## config.mk

```make
export PLATFORM = sky130hd
export DESIGN_NAME = mem_port_arbiter_flat
export DESIGN_NICKNAME = d
export VERILOG_FILES = /design/src/rtl/mem_arb_pkg.sv /design/src/rtl/mem_port_arbiter_if.sv /design/src/rtl/mem_arb_priority.sv /design/src/rtl/mem_port_arbiter.sv /design/src/flat_wrapper.sv
export SDC_FILE = /design/constraint.sdc
export NUM_CORES = 1
export LEC_CHECK = 0
export BUFFER_PORTS_ARGS = -buffer_cell sky130_fd_sc_hd__buf_2
export CAP_MARGIN = 20
export CELL_PAD_IN_SITES_DETAIL_PLACEMENT = 1
export CELL_PAD_IN_SITES_GLOBAL_PLACEMENT = 1
export CORE_ASPECT_RATIO = 1.4
export CORE_MARGIN = 1.5
export CORE_UTILIZATION = 31
export CTS_BUF_LIST = sky130_fd_sc_hd__clkbuf_8
export CTS_CLUSTER_SIZE = 14
export DETAILED_ROUTE_END_ITERATION = 10
export PLACE_DENSITY = 0.87
export RECOVER_POWER = 25
export SETUP_SLACK_MARGIN = 0.05
export SLEW_MARGIN = 0
export SYNTH_ARGS = -nofsm -noshare
export SYNTH_HDL_FRONTEND = slang
export SYNTH_SLANG_ARGS = --single-unit
export TNS_END_PERCENT = 1
```

## constraint.sdc

```tcl
create_clock -name clk -period 2.63 [get_ports clk]
set_clock_uncertainty 0.15 [all_clocks]
set_input_delay 0.1315 -clock clk [delete_from_list [all_inputs] [get_ports clk]]
set_output_delay 0.1315 -clock clk [all_outputs]
set_load 0.03 [all_outputs]
```

## src/rtl/mem_arb_pkg.sv

```systemverilog
// mem_arb_pkg: shared types and constants for the memory port arbiter.
//   arb_state_t : arbiter FSM encoding (ARB / LOAD / DRAIN)
//   rd_tag_t    : owner of the single outstanding RAM read
//   gnt_t       : one-hot grant vector {l, d, f}
//   STARVE_LIMIT_DEF : default fetch starvation threshold
package mem_arb_pkg;

  typedef enum logic [1:0] {
    ARB   = 2'b00,
    LOAD  = 2'b01,
    DRAIN = 2'b10
  } arb_state_t;

  typedef enum logic [1:0] {
    TAG_NONE = 2'd0,
    TAG_F    = 2'd1,
    TAG_D    = 2'd2,
    TAG_L    = 2'd3
  } rd_tag_t;

  typedef struct packed {
    logic l;
    logic d;
    logic f;
  } gnt_t;

  localparam int unsigned STARVE_LIMIT_DEF = 3;

endpackage

```

## src/rtl/mem_port_arbiter_if.sv

```systemverilog
// mem_port_arbiter_if: requester and RAM bus bundle for mem_port_arbiter.
//   f_*   : CPU instruction fetch port (read only)
//   d_*   : CPU data port (read/write)
//   l_*   : boot/debug loader port (read/write, optional bus lock)
//   mem_* : single-port synchronous RAM port
// Modports:
//   master : requesters + RAM side (drives reqs and mem_rdata)
//   slave  : the arbiter
interface mem_port_arbiter_if #(
  parameter int unsigned ADDR_W = 8,
  parameter int unsigned DATA_W = 8
);
  logic              f_req;
  logic [ADDR_W-1:0] f_addr;
  logic              f_gnt;
  logic              f_rvalid;
  logic [DATA_W-1:0] f_rdata;

  logic              d_req;
  logic              d_we;
  logic [ADDR_W-1:0] d_addr;
  logic [DATA_W-1:0] d_wdata;
  logic              d_gnt;
  logic              d_rvalid;
  logic [DATA_W-1:0] d_rdata;

  logic              l_req;
  logic              l_lock;
  logic              l_we;
  logic [ADDR_W-1:0] l_addr;
  logic [DATA_W-1:0] l_wdata;
  logic              l_gnt;
  logic              l_rvalid;
  logic [DATA_W-1:0] l_rdata;

  logic              mem_en;
  logic              mem_we;
  logic [ADDR_W-1:0] mem_addr;
  logic [DATA_W-1:0] mem_wdata;
  logic [DATA_W-1:0] mem_rdata;

  modport master (
    output f_req, f_addr,
    input  f_gnt, f_rvalid, f_rdata,
    output d_req, d_we, d_addr, d_wdata,
    input  d_gnt, d_rvalid, d_rdata,
    output l_req, l_lock, l_we, l_addr, l_wdata,
    input  l_gnt, l_rvalid, l_rdata,
    input  mem_en, mem_we, mem_addr, mem_wdata,
    output mem_rdata
  );

  modport slave (
    input  f_req, f_addr,
    output f_gnt, f_rvalid, f_rdata,
    input  d_req, d_we, d_addr, d_wdata,
    output d_gnt, d_rvalid, d_rdata,
    input  l_req, l_lock, l_we, l_addr, l_wdata,
    output l_gnt, l_rvalid, l_rdata,
    output mem_en, mem_we, mem_addr, mem_wdata,
    input  mem_rdata
  );

endinterface

```

## src/rtl/mem_arb_priority.sv

```systemverilog
// mem_arb_priority: combinational 3-way grant encoder.
//   f_req, d_req, l_req : requests
//   starve              : fetch has waited long enough to beat data
//   state               : arbiter FSM state
//   gnt                 : one-hot grant {l, d, f}, all zero when nothing wins
// ARB: L > D > F, except a starved fetch beats D. LOAD: L only. DRAIN: none.
module mem_arb_priority
  import mem_arb_pkg::*;
(
  input  logic       f_req,
  input  logic       d_req,
  input  logic       l_req,
  input  logic       starve,
  input  arb_state_t state,
  output gnt_t       gnt
);

  always_comb begin
    gnt = '0;
    unique case (state)
      ARB: begin
        if (l_req)                gnt.l = 1'b1;
        else if (starve && f_req) gnt.f = 1'b1;
        else if (d_req)           gnt.d = 1'b1;
        else if (f_req)           gnt.f = 1'b1;
      end
      LOAD:    gnt.l = l_req;
      default: gnt = '0;
    endcase
  end

endmodule

```

## src/rtl/mem_port_arbiter.sv

```systemverilog
// mem_port_arbiter: shares one single-port synchronous RAM between CPU
// fetch (F), CPU data (D) and the loader (L).
//   clk       : system clock, rising edge
//   rst       : synchronous active-low reset
//   bus       : requester ports and RAM port (mem_port_arbiter_if.slave)
//   cpu_stall : fetch not granted, or loader owns the bus (LOAD/DRAIN)
//   perf_*    : saturating event counters, present only when
//               MEM_ARB_PERF_EN is defined
// Read latency is one cycle; a 2-bit tag remembers which port owns the
// outstanding read so its rvalid/rdata can be routed back.
module mem_port_arbiter
  import mem_arb_pkg::*;
#(
  parameter int unsigned ADDR_W       = 8,
  parameter int unsigned DATA_W       = 8,
  parameter int unsigned STARVE_LIMIT = STARVE_LIMIT_DEF
) (
  input  logic                 clk,
  input  logic                 rst,
  mem_port_arbiter_if.slave    bus,
  output logic                 cpu_stall
`ifdef MEM_ARB_PERF_EN
  ,
  output logic [15:0]          perf_stall_cycles,
  output logic [15:0]          perf_conflicts,
  output logic [15:0]          perf_starve_forces
`endif
);

  localparam logic [3:0] LIMIT = 4'(STARVE_LIMIT);

  arb_state_t        state_q, state_d;
  rd_tag_t           tag_q, tag_d;
  logic [3:0]        starve_cnt_q;
  logic              starve;
  gnt_t              gnt_raw, gnt;
  logic [DATA_W-1:0] f_rdata_q, d_rdata_q, l_rdata_q;
  logic [ADDR_W-1:0] addr_mux;
  logic [DATA_W-1:0] wdata_mux;
  logic              f_rv, d_rv, l_rv;

  assign starve = (starve_cnt_q == LIMIT) && bus.f_req;

  mem_arb_priority u_prio (
    .f_req  (bus.f_req),
    .d_req  (bus.d_req),
    .l_req  (bus.l_req),
    .starve (starve),
    .state  (state_q),
    .gnt    (gnt_raw)
  );

  // State register
  always_ff @(posedge clk) begin
    if (!rst) state_q <= ARB;
    else      state_q <= state_d;
  end

  // Next-state logic
  always_comb begin
    state_d = state_q;
    unique case (state_q)
      ARB:     if (gnt.l && bus.l_lock) state_d = LOAD;
      LOAD:    if (!bus.l_lock)         state_d = DRAIN;
      DRAIN:   state_d = ARB;
      default: state_d = ARB;
    endcase
  end

  // Output logic: grants are suppressed while reset is asserted so the
  // RAM sees no access during reset.
  always_comb begin
    gnt       = rst ? gnt_raw : '0;
    addr_mux  = '0;
    wdata_mux = '0;
    if (gnt.l) begin
      addr_mux  = bus.l_addr;
      wdata_mux = bus.l_wdata;
    end else if (gnt.d) begin
      addr_mux  = bus.d_addr;
      wdata_mux = bus.d_wdata;
    end else if (gnt.f) begin
      addr_mux  = bus.f_addr;
    end
    bus.f_gnt     = gnt.f;
    bus.d_gnt     = gnt.d;
    bus.l_gnt     = gnt.l;
    bus.mem_en    = gnt.l | gnt.d | gnt.f;
    bus.mem_we    = (gnt.l & bus.l_we) | (gnt.d & bus.d_we);
    bus.mem_addr  = addr_mux;
    bus.mem_wdata = wdata_mux;
    cpu_stall     = (bus.f_req & ~gnt.f) | (state_q != ARB);
  end

  // Read tag: only a granted read leaves a tag behind.
  always_comb begin
    tag_d = TAG_NONE;
    if (gnt.l && !bus.l_we)      tag_d = TAG_L;
    else if (gnt.d && !bus.d_we) tag_d = TAG_D;
    else if (gnt.f)              tag_d = TAG_F;
  end

  // rvalid is gated by rst so a read in flight when reset arrives is dropped.
  assign f_rv = rst && (tag_q == TAG_F);
  assign d_rv = rst && (tag_q == TAG_D);
  assign l_rv = rst && (tag_q == TAG_L);

  always_ff @(posedge clk) begin
    if (!rst) begin
      tag_q     <= TAG_NONE;
      f_rdata_q <= '0;
      d_rdata_q <= '0;
      l_rdata_q <= '0;
    end else begin
      tag_q <= tag_d;
      if (f_rv) f_rdata_q <= bus.mem_rdata;
      if (d_rv) d_rdata_q <= bus.mem_rdata;
      if (l_rv) l_rdata_q <= bus.mem_rdata;
    end
  end

  // The returning byte is passed straight through in its valid cycle and
  // captured so non-target ports keep showing their last value.
  always_comb begin
    bus.f_rvalid = f_rv;
    bus.d_rvalid = d_rv;
    bus.l_rvalid = l_rv;
    bus.f_rdata  = f_rv ? bus.mem_rdata : f_rdata_q;
    bus.d_rdata  = d_rv ? bus.mem_rdata : d_rdata_q;
    bus.l_rdata  = l_rv ? bus.mem_rdata : l_rdata_q;
  end

  // Starvation counter: counts denied fetch cycles in ARB only.
  always_ff @(posedge clk) begin
    if (!rst) begin
      starve_cnt_q <= '0;
    end else if (state_q == ARB) begin
      if (gnt.f || !bus.f_req)     starve_cnt_q <= '0;
      else if (starve_cnt_q < LIMIT) starve_cnt_q <= starve_cnt_q + 4'd1;
    end
  end

`ifdef MEM_ARB_PERF_EN
  logic conflict;
  logic forced_f;

  assign conflict = (bus.f_req & bus.d_req) | (bus.f_req & bus.l_req) |
                    (bus.d_req & bus.l_req);
  // Only counts F grants that the normal priority would have given to D.
  assign forced_f = gnt.f && starve && bus.d_req;

  always_ff @(posedge clk) begin
    if (!rst) begin
      perf_stall_cycles  <= '0;
      perf_conflicts     <= '0;
      perf_starve_forces <= '0;
    end else begin
      if (cpu_stall && perf_stall_cycles != '1)
        perf_stall_cycles <= perf_stall_cycles + 16'd1;
      if (conflict && perf_conflicts != '1)
        perf_conflicts <= perf_conflicts + 16'd1;
      if (forced_f && perf_starve_forces != '1)
        perf_starve_forces <= perf_starve_forces + 16'd1;
    end
  end
`endif

endmodule

```

## src/flat_wrapper.sv

```systemverilog
// flat-port wrapper written by rule: the top's interface ports become plain ports
module mem_port_arbiter_flat import mem_arb_pkg::*;
#(
  parameter int unsigned ADDR_W       = 8,
  parameter int unsigned DATA_W       = 8,
  parameter int unsigned STARVE_LIMIT = STARVE_LIMIT_DEF
)
  (clk, rst, cpu_stall, bus_f_req, bus_f_addr, bus_f_gnt, bus_f_rvalid, bus_f_rdata, bus_d_req, bus_d_we, bus_d_addr, bus_d_wdata, bus_d_gnt, bus_d_rvalid, bus_d_rdata, bus_l_req, bus_l_lock, bus_l_we, bus_l_addr, bus_l_wdata, bus_l_gnt, bus_l_rvalid, bus_l_rdata, bus_mem_en, bus_mem_we, bus_mem_addr, bus_mem_wdata, bus_mem_rdata);
  mem_port_arbiter_if #(.ADDR_W(ADDR_W), .DATA_W(DATA_W)) bus_i ();
  input  logic clk;
  input  logic rst;
  output logic cpu_stall;
  input wire logic [$bits(bus_i.f_req)-1:0] bus_f_req;
  input wire logic [$bits(bus_i.f_addr)-1:0] bus_f_addr;
  output wire logic [$bits(bus_i.f_gnt)-1:0] bus_f_gnt;
  output wire logic [$bits(bus_i.f_rvalid)-1:0] bus_f_rvalid;
  output wire logic [$bits(bus_i.f_rdata)-1:0] bus_f_rdata;
  input wire logic [$bits(bus_i.d_req)-1:0] bus_d_req;
  input wire logic [$bits(bus_i.d_we)-1:0] bus_d_we;
  input wire logic [$bits(bus_i.d_addr)-1:0] bus_d_addr;
  input wire logic [$bits(bus_i.d_wdata)-1:0] bus_d_wdata;
  output wire logic [$bits(bus_i.d_gnt)-1:0] bus_d_gnt;
  output wire logic [$bits(bus_i.d_rvalid)-1:0] bus_d_rvalid;
  output wire logic [$bits(bus_i.d_rdata)-1:0] bus_d_rdata;
  input wire logic [$bits(bus_i.l_req)-1:0] bus_l_req;
  input wire logic [$bits(bus_i.l_lock)-1:0] bus_l_lock;
  input wire logic [$bits(bus_i.l_we)-1:0] bus_l_we;
  input wire logic [$bits(bus_i.l_addr)-1:0] bus_l_addr;
  input wire logic [$bits(bus_i.l_wdata)-1:0] bus_l_wdata;
  output wire logic [$bits(bus_i.l_gnt)-1:0] bus_l_gnt;
  output wire logic [$bits(bus_i.l_rvalid)-1:0] bus_l_rvalid;
  output wire logic [$bits(bus_i.l_rdata)-1:0] bus_l_rdata;
  output wire logic [$bits(bus_i.mem_en)-1:0] bus_mem_en;
  output wire logic [$bits(bus_i.mem_we)-1:0] bus_mem_we;
  output wire logic [$bits(bus_i.mem_addr)-1:0] bus_mem_addr;
  output wire logic [$bits(bus_i.mem_wdata)-1:0] bus_mem_wdata;
  input wire logic [$bits(bus_i.mem_rdata)-1:0] bus_mem_rdata;
  assign bus_i.f_req = bus_f_req;
  assign bus_i.f_addr = bus_f_addr;
  assign bus_f_gnt = bus_i.f_gnt;
  assign bus_f_rvalid = bus_i.f_rvalid;
  assign bus_f_rdata = bus_i.f_rdata;
  assign bus_i.d_req = bus_d_req;
  assign bus_i.d_we = bus_d_we;
  assign bus_i.d_addr = bus_d_addr;
  assign bus_i.d_wdata = bus_d_wdata;
  assign bus_d_gnt = bus_i.d_gnt;
  assign bus_d_rvalid = bus_i.d_rvalid;
  assign bus_d_rdata = bus_i.d_rdata;
  assign bus_i.l_req = bus_l_req;
  assign bus_i.l_lock = bus_l_lock;
  assign bus_i.l_we = bus_l_we;
  assign bus_i.l_addr = bus_l_addr;
  assign bus_i.l_wdata = bus_l_wdata;
  assign bus_l_gnt = bus_i.l_gnt;
  assign bus_l_rvalid = bus_i.l_rvalid;
  assign bus_l_rdata = bus_i.l_rdata;
  assign bus_mem_en = bus_i.mem_en;
  assign bus_mem_we = bus_i.mem_we;
  assign bus_mem_addr = bus_i.mem_addr;
  assign bus_mem_wdata = bus_i.mem_wdata;
  assign bus_i.mem_rdata = bus_mem_rdata;
  mem_port_arbiter #(.ADDR_W(ADDR_W), .DATA_W(DATA_W), .STARVE_LIMIT(STARVE_LIMIT)) u_core (.clk(clk), .rst(rst), .bus(bus_i), .cpu_stall(cpu_stall));
endmodule
```

Yosys cells after proc, flatten, opt, wreduce, memory -nomap -nowiden:

Index checks and enable logic that the tools add are counted.

* add/subtract/negate cells: 1
* order comparisons: 1
* equality and inequality tests: 7
* multiplexer cells: 26
* bitwise gates (word level): 8
* reductions and logical operators: 17

Operator list (number)
* 2-to-1 mux 8 bit: 8
* 2-to-1 mux 2 bit: 6
* logical AND 1 bit: 8
* 2-to-1 mux 4 bit: 2
* 2-to-1 mux 1 bit: 7
* adder 4 x 1 -> 4 bit, second input constant: 1
* equality test 2 x 1 -> 1 bit, second input constant: 2
* equality test 2 bit, second input constant: 2
* equality test 4 x 2 -> 1 bit, second input constant: 1
* less-than comparator 4 x 2 -> 1 bit, second input constant: 1
* bitwise OR 1 bit: 4
* one-hot mux 2 bit (2 select lines): 1
* AND reduction 2 bit: 2
* nonzero test 2 bit: 2
* bitwise AND 1 bit: 3
* logical NOT 1 bit: 3
* 2-to-1 mux 3 bit: 1
* logical NOT 2 bit: 1
* != test 2 x 1 -> 1 bit, second input constant: 1
* != test 2 bit, second input constant: 1
* one-hot mux 1 bit (2 select lines): 1
* logical OR 1 bit: 1
* NOT 1 bit: 1

* register bits after elaboration: 32
* output and inout bits: 49

Depth between registers and ports, before layout:

Gate-level depths: netlist (run 1).

* depth after elaboration: 10
* depth in mapped cells: 6

Cells and area by module:

Synthesis (run 1) repeated with hierarchy kept, for this count alone.

* cells, all modules: 191
* area, all modules: 1719.1 um^2

By module, submodules not included
* mem_port_arbiter: times used 1, cells each 185, area each 1680.4 um^2, seq. area each 640.6 um^2
* mem_arb_priority: times used 1, cells each 6, area each 38.8 um^2, seq. area each 0.0 um^2

Least setup slack after synthesis (run 1):

Ideal clock, no wire load.

* path type: register to output
* start point: register u_core.starve_cnt_q[0]
* end point: output bus_mem_addr[0]
* arrival: 2.148 ns
* data required time: 2.349 ns
* path slack: 0.201 ns
* cell stages (with the launch flop): 5
* buffers on the path: 0
* cells stage by stage: dfxtp_1 > ha_1 > or3b_4 > a2111oi_4 > a221o_1

* cells in the longest elaborated chain, start to end: 10
* elaborated cells between the ends (all ways): 11
* those cells by class: eq/ne: 1; mux: 8; reduce/logical: 2

RTL lines
* start, declared: line mem_port_arbiter.sv:34 `logic [3:0] starve_cnt_q;`
* start signal, assigned: line mem_port_arbiter.sv:139 `else if (starve_cnt_q < LIMIT) starve_cnt_q <= starve_cnt_q + 4'd1;`
* equality test 4 x 2 -> 1 bit: line mem_port_arbiter.sv:42 `assign starve = (starve_cnt_q == LIMIT) && bus.f_req;`
* logical AND 1 bit: line mem_port_arbiter.sv:42
* logical AND 1 bit: line mem_arb_priority.sv:23 `else if (starve && f_req) gnt.f = 1'b1;`
* 2-to-1 mux 1 bit: line mem_arb_priority.sv:23
* 2-to-1 mux 2 bit: line mem_arb_priority.sv:22 `if (l_req) gnt.l = 1'b1;`
* 2-to-1 mux 2 bit: line mem_arb_priority.sv:20 `unique case (state)`
* 2-to-1 mux 3 bit: line mem_port_arbiter.sv:73 `gnt = rst ? gnt_raw : '0;`
* net bus_f_gnt: line flat_wrapper.sv:15 `output wire logic [$bits(bus_i.f_gnt)-1:0] bus_f_gnt;`
* 2-to-1 mux 8 bit: line mem_port_arbiter.sv:82 `end else if (gnt.f) begin`
* 2-to-1 mux 8 bit: line mem_port_arbiter.sv:79 `end else if (gnt.d) begin`
* 2-to-1 mux 8 bit: line mem_port_arbiter.sv:76 `if (gnt.l) begin`
* end, declared: line flat_wrapper.sv:35 `output wire logic [$bits(bus_i.mem_addr)-1:0] bus_mem_addr;`

The timed path passes the listed nets, and every way through them passes these cells.

Worst setup path in the final report (run 1):

* start point: register u_core.starve_cnt_q[0]
* end point: output bus_mem_addr[5]

* cells in the longest elaborated chain, start to end: 10
* elaborated cells between the ends (all ways): 11
* those cells by class: eq/ne: 1; mux: 8; reduce/logical: 2

RTL lines (line)
* equality test 4 x 2 -> 1 bit *: mem_port_arbiter.sv:42
* logical AND 1 bit *: mem_port_arbiter.sv:42
* logical AND 1 bit *: mem_arb_priority.sv:23
* 2-to-1 mux 1 bit: mem_arb_priority.sv:23
* 2-to-1 mux 2 bit *: mem_arb_priority.sv:22
* 2-to-1 mux 2 bit *: mem_arb_priority.sv:20
* 2-to-1 mux 3 bit *: mem_port_arbiter.sv:73
* 2-to-1 mux 8 bit: mem_port_arbiter.sv:82
* 2-to-1 mux 8 bit *: mem_port_arbiter.sv:79
* 2-to-1 mux 8 bit *: mem_port_arbiter.sv:76

Mark *: on every way between the ends. The rest lies on a longest branch, timed or not.

==> run_results.csv, run 1 <==
group,metric,value,unit
grt,grt_pass1_wl,7420,µm
worst_setup_path,crit_buf_inv,2,
floorplan,die_h,88.4,µm
worst_setup_path,worst-setup-path-type,"reg -> out",
pwr,p_per_area,496,nW/µm²
synthesis,yosysUniqueCellTypes,34,
grt,busiest_layer,"met2",
drt,wire_per_inst,14.0,µm
final_layout,multiInputGateArea,910,µm²
final_layout,drive_gt1_share,53.8,%
sta,period_needed,2410,ps
worst_setup_path,end_kind,"output port",
pwr,p_leak,1.25,nW
clock_tree,cts_num_sinks,32,
clock_tree,cts_root_buffer,"clkbuf_8",
synthesis,synth_edf_count,0,
final_layout,ff_latch_area,641,µm²
synthesis,async_flop_share,0,%
sta,hold_viol_final,0,
placed_design,placedCellCount,317,
final_layout,final_nets,321,
final_layout,fin_area,2320,µm²
drt,vias,1604,
placed_design,globalplace.congestion,0.775,
drt,ant_nets,0,
final_layout,final-instance-count-excl-fill,328,
sta,drv_slew,0,
synthesis,synth_top_area_cell,"dfxtp_1",
worst_setup_path,crit_chain,"ha_1 -> or3b_4 -> a2111oi_4 -> buf_4 -> a221o_1 -> buf_2",
synthesis,synth.most_common_cell,"dfxtp_1",
grt,grt_max_degree,36,
drt,wl,4590,µm
placed_design,place_hpwl,3660,µm
worst_setup_path,cp_slowest_stage_delay,420,ps
floorplan,fp-row-count,30,
worst_setup_path,critPathRequiredTime,2350,ps
worst_setup_path,cp.arrival,2130,ps
clock_tree,clkTransAtPathRegs,60,ps
floorplan,die-area,5660,µm²
placed_design,port_buffers,104,
pwr,ir_drop,0.198,mV
synthesis,synth_seq_cells,32,
sta,fin_tns_setup,0,ps
sta,setup_viol,0,
clock_tree,clk-insertion-delay-late,280,ps
sta,grt_setup_unrepaired,"false",
sta,finalCritPeriodShare,91.8,%
synthesis,synth_fp_nets,213,
synthesis,syn_avg_cell_area,10.4,µm²
clock_tree,cts.path.max_buffers,2,
clock_tree,htreeDepth,2,
synthesis,yosysSeqAreaShare,39.6,%
drt,vias_per_cell,4.89,
floorplan,core,4920,µm²
grt,grt.met1_usage,15.6,%
final_layout,fillers,615,
grt,antenna_found_initial,0,
drt,drcViolationCount,0,
grt,grt.total_usage,16.6,%
clock_tree,cts_resized,0,
synthesis,netlist.area_leader.share,39.6,%
sta,tightest_slew,537,ps
hold_path,hold_class,"in -> reg",
run_status,status,"completed",
synthesis,synth_ff_type,"dfxtp_1",
worst_setup_path,cp_max_fo,10,
worst_setup_path,cp_slowest_cell,"or3b_4",
sta,slew_headroom,64.1,%
synthesis,yosysWarnings,0,
clock_tree,numCtsBuffers,5,
grt,grt_remaining_overflow,0,
synthesis,synthesis.area,1620,µm²
grt,gr-usage-met3,4.58,%
drt,first_iter_violations,40,
grt,grt_util_met2,33.8,%
floorplan,start_util,32.9,%
floorplan,die_w,64.0,µm
placed_design,postPlaceCellArea,2190,µm²
grt,grt_pass1_vias,1695,
run,cap_violations,0,
final_layout,syn2layout_area_growth,43.6,%
drt,drtPass1Iterations,4,
final_layout,antenna_cells,0,
synthesis,synth_cells,156,
worst_setup_path,cp-start-kind,"register",
synthesis,ys_top_cells_by_area,"dfxtp_1, mux2_2, and2_1, a221o_1, a22o_1",
sta,fmax,414,MHz
clock_tree,tritoncts,"built",
worst_setup_path,cp_top_family,"compound AO/OA/AOI/OAI gates",
floorplan,boundaryPins,105,
synthesis,synthTopCellsByCount,"dfxtp_1, and2_1, mux2_2, a22o_1",
[tightest hold or removal path, delay by kind of cell]
family                 cells  cell delay [ps]
AND/OR/NAND/NOR            1              110
multiplexers               1              150
buffers and inverters      1              100
[power breakdown]
part | total (W) | internal, W | switching (W)
clock network | 0.000396 | 0.000233 | 0.000163
logic | 0.000255 | 0.000101 | 0.000154
registers | 0.000502 | 0.000497 | 0.00000477
[logic make-up (layout without fill, tap and decap cells)]
logic type	count (synthesis)	after routing	share of synthesized area (%)
multiplexers	24	24	16.7
AO/OA/AOI/OAI	28	28	16.5
adder cells (fa/ha/maj)	1	1	0.774
buffers and inverters	16	124	4.10
flip-flops	32	32	39.6
AND/OR/NAND/NOR	55	55	22.3
[placed cells by master, fill, tap and decap left out, types with 2 or more instances in the layout]
| cell type | count |
|---|---|
| a22o_1 | 9 |
| and2_1 | 23 |
| nand2_1 | 2 |
| nand3b_1 | 2 |
| or2_1 | 2 |
| dfxtp_1 | 32 |
| mux2_2 | 23 |
| nor2_1 | 3 |
| and3_1 | 3 |
| dlygate4sd3_1 | 3 |
| clkbuf_8 | 7 |
| buf_2 | 103 |
| buf_4 | 2 |
| inv_1 | 7 |
| o21bai_1 | 3 |
| a221o_1 | 8 |
| a32o_1 | 2 |
| and2_0 | 11 |
[worst paths after layout]
path	start	endpoint	slack, ps	cells past startpoint
setup / recovery	u_core.starve_cnt_q[0]	bus_mem_addr[5]	220	6
hold / removal	bus_mem_rdata[2]	u_core.l_rdata_q[2]	90	3
setup reg to reg	u_core.starve_cnt_q[0]	u_core.tag_q[1]	460	6
hold reg to reg	u_core.starve_cnt_q[1]	u_core.starve_cnt_q[1]	350	1
[metal layers]
metal	wire length (µm)	vias to the layer above
met5	0	-
met4	31	0
met3	333	4
met2	2570	73
met1	1660	756
li1	-	771
[registers in the layout, indices dropped and copies added (netlist names)]
| name | cells |
|---|---|
| u_core.d_rdata_q | 8 |
| u_core.l_rdata_q | 8 |
| u_core.starve_cnt_q | 4 |
| u_core.state_q | 2 |
| u_core.tag_q | 2 |
| u_core.f_rdata_q | 8 |
[metrics by stage]
stage                     hold WS [ps]  total power [W]  setup WS [ps]  utilization, %
final                             86.5          0.00115            215            47.2
after global routing              91.4          0.00121           85.9            47.2
after CTS                         75.0          0.00118            220            47.2
after detailed placement           165         0.000766            284            44.5
after global placement             158         0.000759            320            44.5
after floorplan                   57.6         0.000672            201               -
[area by class of cell]
| cell class | count | share of cell area, % |
|---|---|---|
| Inverter | 8 | 1.29 |
| Multi-Input combinational cell | 108 | 39.2 |
| Clock buffer | 7 | 4.15 |
| Sequential cell | 32 | 27.6 |
| Tap cell | 64 | 3.45 |
| Timing Repair Buffer | 109 | 24.3 |
[repair_timing]
| action | CTS | global route |
|---|---|---|
| setup buffers | 1 | 0 |
| setup endpoints to repair | 8 | 0 |
| hold endpoints to repair | 4 | 0 |
| hold buffers | 3 | 0 |
Power figures use the tool's default switching activity.
==> run 2, diff against run 1 <==
SYNTH_HIERARCHICAL = 1   (was unset)
==> run 2 against run 1 <==
  * Sequential cell count stayed put
  * Critical path depth is 4 higher
  * First-iteration DRC count is 68% higher
  * Sequential share of layout area is 1.1 points lower
  * Total power is 11% higher
  * Maximum frequency is 0.98% higher
  * Global-route usage is 0.11 points higher
  * Critical endpoint is now bus_mem_addr[7]
  * Register-to-register slack worse by 30 ps
  * Final cell count is 11% higher
  * Combinational power is 5% higher
  * Sequential power hardly changed
==> run_results.csv, run 2 <==
group,metric,value,unit
pwr,p_leak,1.33,nW
final_layout,utilization,45.8,%
final_layout,syn2layout_area_growth,40.7,%
run,cap_violations,0,
floorplan,fp-row-count,31,
worst_setup_path,r2r_start,"u_core/state_q[1]",
drt,met1Wirelength,1830,µm
drt,dr_wl_met3,402,µm
final_layout,mostFrequentLayoutCells,"buf_2, and2_1, dfxtp_1",
clock_tree,tritoncts,"built",
synthesis,synth_ff_type,"dfxtp_1",
final_layout,final_nets,354,
hold_path,min_from,"bus_d_we",
synthesis,yosysSeqAreaShare,37.3,%
sta,grt_setup_unrepaired,"true",
drt,ant_nets,0,
synthesis,syn_avg_cell_area,9.00,µm²
floorplan,boundaryPins,105,
worst_setup_path,ff2ff_setup_slack,430,ps
clock_tree,clk-insertion-delay-late,280,ps
worst_setup_path,cp-start-kind,"register",
final_layout,fin_area,2420,µm²
sta,fmax,418,MHz
sta,slew_headroom,59.0,%
floorplan,die-area,6010,µm²
clock_tree,htreeDepth,2,
placed_design,port_buffers,104,
worst_setup_path,r2r_end,"u_core/tag_q[1]",
drt,vias,1739,
clock_tree,cts_root_buffer,"clkbuf_8",
sta,fin_tns_setup,0,ps
worst_setup_path,cp.arrival,2110,ps
grt,grt_pass1_wl,7850,µm
pwr,combPwrFrac,20.9,%
synthesis,yosysWarnings,6,
synthesis,synthesis.area,1720,µm²
sta,period_needed,2390,ps
pwr,p_int,0.000934,W
worst_setup_path,reg2regPathDepth,5,
grt,grt_pass1_vias,1835,
final_layout,reg.largest.list,"u_core/d_rdata_q (8), u_core/f_rdata_q (8), u_core/l_rdata_q (8)",
hold_path,hold_class,"in -> reg",
sta,finalCritPeriodShare,90.9,%
pwr,swShare,26.9,%
synthesis,ys_top_cells_by_area,"dfxtp_1, and2_1, mux2_2, mux2_4, nand2_1",
hold_path,worst_hold_path.endpoint,"u_core/tag_q[0]",
grt,grt_max_degree,30,
synthesis,synthTopCellsByCount,"and2_1, dfxtp_1, nand2_1, mux2_2, nor2_1",
synthesis,async_flop_share,0,%
grt,antenna_found_initial,0,
drt,first_iter_violations,67,
pwr,clockPowerShare,39.7,%
clock_tree,numCtsBuffers,5,
pwr,p_seq_share,39.4,%
drt,top_layer,"met4",
sta,hold_viol_final,0,
placed_design,globalplace.congestion,0.742,
synthesis,synth_top_area_cell,"dfxtp_1",
grt,grt_remaining_overflow,0,
pwr,ir_drop,0.191,mV
synthesis,yosysUniqueCellTypes,32,
floorplan,core,5280,µm²
floorplan,die_h,91.1,µm
placed_design,postPlaceCellArea,2290,µm²
hold_path,holdPathStages,3,
worst_setup_path,worst-setup-path-type,"reg -> out",
synthesis,synth_cells,191,
drt,drtPass1Iterations,3,
sta,drv_slew,0,
pwr,p_per_area,528,nW/µm²
synthesis,synth_fp_nets,248,
final_layout,final_common_cell,"buf_2",
floorplan,start_util,32.6,%
clock_tree,cts.path.max_buffers,2,
synthesis,synth_edf_count,0,
placed_design,place_hpwl,3920,µm
sta,tightest_slew,614,ps
pwr,power_switching,0.000343,W
drt,route.met2.wl,2600,µm
grt,grt.total_usage,16.7,%
run_status,status,"completed",
drt,wire_per_inst,13.5,µm
floorplan,die_w,65.9,µm
drt,vias_per_cell,4.78,
worst_setup_path,cp_max_fo,8,
synthesis,synth_seq_cells,32,
final_layout,drive_gt1_share,46.0,%
clock_tree,cts_num_sinks,32,
drt,drcViolationCount,0,
clock_tree,clkTransAtPathRegs,60,ps
worst_setup_path,critPathRequiredTime,2350,ps
final_layout,antenna_cells,0,
worst_setup_path,end_kind,"output port",
synthesis,netlist.area_leader.share,37.3,%
drt,wl,4930,µm
sta,setup_viol,0,
-- run 2: layout make-up --
type	count	area, µm²
clock buffers	7	96.3
clock inverters	1	30.0
fillers	673	2860
inverters	7	26.3
multi-input cells	142	970
flip-flops and latches	32	642
well taps	66	82.6
repair buffers	109	572
-- run 2: metal layers --
metal	track usage, %	up-vias
li1	-	857
met1	16.3	789
met2	31.5	86
met3	4.83	7
met4	6.80	0
met5	0	-
-- run 2: what timing repair did --
action | in CTS | in global routing
hold buffers | 3 | 0
hold endpoints to repair | 4 | 0
setup buffers | 0 | 0
setup endpoints to repair | 0 | 9
resized for setup | 0 | 13
-- run 2: stage by stage --
step	setup slack, ps	total power, W	hold WS, ps	std cells
floorplan	417	0.000686	59.0	191
global placement	476	0.000778	154	353
detailed placement	404	0.000785	160	353
CTS	78.7	0.00130	34.1	364
global route	24.8	0.00135	81.5	364
finish	239	0.00128	46.2	364
-- run 2: cell families after synthesis --
kind of cell / share of synthesized area (%)
and+or+nand+nor: 29.4
DFF: 37.3
adders and majority gates: 0.728
AOI/OAI and AO/OA: 10.8
buffers and inverters: 4.15
muxes: 17.7
-- run 2: worst max path at each step --
| stage | startpoint | endpoint | slack (ps) | cells after the start |
|---|---|---|---|---|
| 2_1_floorplan | u_core/starve_cnt_q[0] | bus_mem_addr[0] | 420 | 10 |
| 3_3_place_gp | u_core/starve_cnt_q[0] | bus_mem_addr[2] | 480 | 9 |
| 3_5_place_dp | u_core/starve_cnt_q[0] | bus_mem_addr[2] | 400 | 9 |
| 4_1_cts | u_core/starve_cnt_q[0] | bus_mem_addr[2] | 80 | 9 |
| 5_1_grt | u_core/starve_cnt_q[0] | bus_mem_addr[2] | 20 | 10 |
| 6_report | u_core/starve_cnt_q[0] | bus_mem_addr[7] | 240 | 10 |
-- run 2: critical path: stages (launching register included) --
cell and delay, ps:
dfxtp_2 340, ha_1 160, nand2_1 60, nor3_2 130, nand2b_1 140, and3_1 180
nand2_2 100, nor2_4 230, a22oi_1 90, a21oi_1 160, buf_2 220
-- run 2: power groups by stage --
stage | sequential, W | combinational [W] | clock (W)
6_report | 0.000503 | 0.000267 | 0.000508
3_3_place_gp | 0.000515 | 0.000263 | 0
3_5_place_dp | 0.000516 | 0.000269 | 0
5_1_grt | 0.000505 | 0.000290 | 0.000552
2_1_floorplan | 0.000514 | 0.000172 | 0
4_1_cts | 0.000505 | 0.000274 | 0.000526
==> run 3, diff against run 2 <==
CELL_PAD_IN_SITES_GLOBAL_PLACEMENT = 2   (was 1)
CORE_UTILIZATION = 24   (was 31)
PLACE_DENSITY = 0.88   (was 0.87)
==> run 3 against run 2 <==
  * Clock power is 2% higher
  * Critical endpoint is now bus_mem_addr[2]
  * Routed wire length is 6.4% higher
  * First-iteration DRC count is 51% lower
  * Worst hold slack worse by 23 ps
  * Critical path depth stayed put
==> run_results.csv, run 3 (synthesis results as in run 2) <==
group,metric,value,unit
run_status,status,"completed",
worst_setup_path,end_kind,"output port",
drt,wl,5250,µm
placed_design,place_hpwl,4110,µm
pwr,p_per_area,525,nW/µm²
placed_design,globalplace.congestion,0.707,
final_layout,antenna_cells,0,
grt,grt_pass1_wl,8310,µm
clock_tree,cts.path.max_buffers,2,
hold_path,worst_hold_path.endpoint,"u_core/tag_q[0]",
final_layout,final-instance-count-excl-fill,393,
worst_setup_path,cp_slowest_stage_delay,340,ps
drt,vias,1748,
worst_setup_path,r2r_end,"u_core/tag_q[1]",
drt,wire_per_inst,13.4,µm
pwr,ir_drop,0.189,mV
clock_tree,cts_root_buffer,"clkbuf_8",
clock_tree,clk-insertion-delay-late,280,ps
final_layout,multiInputGateArea,967,µm²
grt,grt.total_usage,14.3,%
sta,slew_headroom,55.6,%
sta,tightest_slew,666,ps
sta,period_needed,2390,ps
drt,ant_nets,0,
final_layout,reg.largest.list,"u_core/d_rdata_q (8), u_core/f_rdata_q (8), u_core/l_rdata_q (8)",
final_layout,fin_area,2450,µm²
grt,grt_remaining_overflow,0,
worst_setup_path,worst-setup-path-type,"reg -> out",
final_layout,ff_latch_area,643,µm²
drt,drtPass1Iterations,4,
hold_path,holdPathStages,3,
worst_setup_path,r2r_start,"u_core/starve_cnt_q[0]",
floorplan,fp-row-count,36,
final_layout,mostFrequentLayoutCells,"buf_2, and2_1, dfxtp_1",
hold_path,hold_class,"in -> reg",
worst_setup_path,cp-start-kind,"register",
sta,finalCritPeriodShare,90.9,%
drt,first_iter_violations,33,
placed_design,postPlaceCellArea,2330,µm²
run,cap_violations,0,
final_layout,final_common_cell,"buf_2",
final_layout,drive_gt1_share,46.3,%
sta,hold_viol_final,0,
hold_path,min_from,"bus_d_we",
placed_design,placedCellCount,382,
clock_tree,clkTransAtPathRegs,70,ps
drt,vias_per_cell,4.45,
floorplan,boundaryPins,105,
floorplan,die_h,103,µm
clock_tree,tritoncts,"built",
floorplan,start_util,24.8,%
floorplan,core,6940,µm²
clock_tree,cts_num_sinks,32,
worst_setup_path,cp_max_fo,8,
floorplan,die-area,7690,µm²
sta,grt_setup_unrepaired,"true",
clock_tree,htreeDepth,2,
grt,antenna_found_initial,0,
final_layout,syn2layout_area_growth,42.7,%
grt,grt_pass1_vias,1827,
pwr,p_leak,1.31,nW
worst_setup_path,reg2regPathDepth,8,
clock_tree,numCtsBuffers,5,
worst_setup_path,crit_chain,"ha_2 -> nand2_1 -> nor3_2 -> nand2b_1 -> and3_1 -> nand2_2 -> nor2_4 -> a22oi_1 -> a21oi_1 -> buf_2",
sta,fmax,418,MHz
clock_tree,cts_setup_buffers,0,
floorplan,die_w,74.5,µm
sta,fin_tns_setup,0,ps
placed_design,port_buffers,104,
final_layout,final_nets,354,
sta,setup_viol,0,
grt,grt_max_degree,31,
sta,whs,22.8,ps
worst_setup_path,critPathRequiredTime,2350,ps
worst_setup_path,cp.arrival,2110,ps
worst_setup_path,ff2ff_setup_slack,480,ps
final_layout,fillers,887,
sta,drv_slew,0,
drt,drcViolationCount,0,
worst_setup_path,cp_slowest_cell,"dfxtp_2",
-- run 3: final cells by class --
cell class | instances | area share, %
clock buffers | 7 | 3.93
inverters | 7 | 1.07
multi-input cells | 142 | 39.4
clock inverters | 1 | 1.22
well taps | 95 | 4.84
repair buffers | 109 | 23.3
flip-flops and latches | 32 | 26.2
-- run 3: worst max-delay path, delay by kind of cell (launching register included) --
kind                     cells  cell delay, ps
buffers and inverters        1             220
flip-flops                   1             340
AND/OR/NAND/NOR              6             850
adder cells (fa/ha/maj)      1             180
AO/OA/AOI/OAI                2             250
-- run 3: per-stage QoR --
step                      setup WS (ps)  utilization, %  total power (W)
after floorplan                     417               -         0.000686
after global placement              425            33.6         0.000781
after detailed placement            382            33.6         0.000786
after CTS                          60.1            35.8          0.00131
after global routing               40.9            35.4          0.00135
final                               239            35.4          0.00129
-- run 3: how the worst max path moves through the flow --
stage / depth (start not counted) / end / startpoint / slack (ps)
2_1_floorplan: 10 / bus_mem_addr[0] / u_core/starve_cnt_q[0] / 420
3_3_place_gp: 9 / bus_mem_addr[1] / u_core/starve_cnt_q[1] / 420
3_5_place_dp: 10 / bus_mem_addr[2] / u_core/starve_cnt_q[0] / 380
4_1_cts: 10 / bus_mem_addr[2] / u_core/starve_cnt_q[0] / 60
5_1_grt: 10 / bus_mem_addr[4] / u_core/starve_cnt_q[0] / 40
6_report: 10 / bus_mem_addr[2] / u_core/starve_cnt_q[0] / 240
-- run 3: power breakdown --
part	internal, W	switching, W	total (W)
Clock	0.000334	0.000183	0.000517
Sequential	0.000497	0.00000604	0.000503
Combinational	0.000104	0.000163	0.000267
Total	0.000935	0.000352	0.00129
-- run 3: timing repair --
action / 4_1_cts / 5_1_grt
resized for setup: 0 / 15
endpoints found under the setup margin: 0 / 9
endpoints found under the hold margin: 4 / 0
hold buffers: 3 / 0
-- run 3: metal layers --
layer  global-route usage (%)  share of wire (%)
met5                        0                  0
met4                     5.03                1.5
met3                     3.62                7.5
met2                     27.8                 54
met1                     14.2                 37
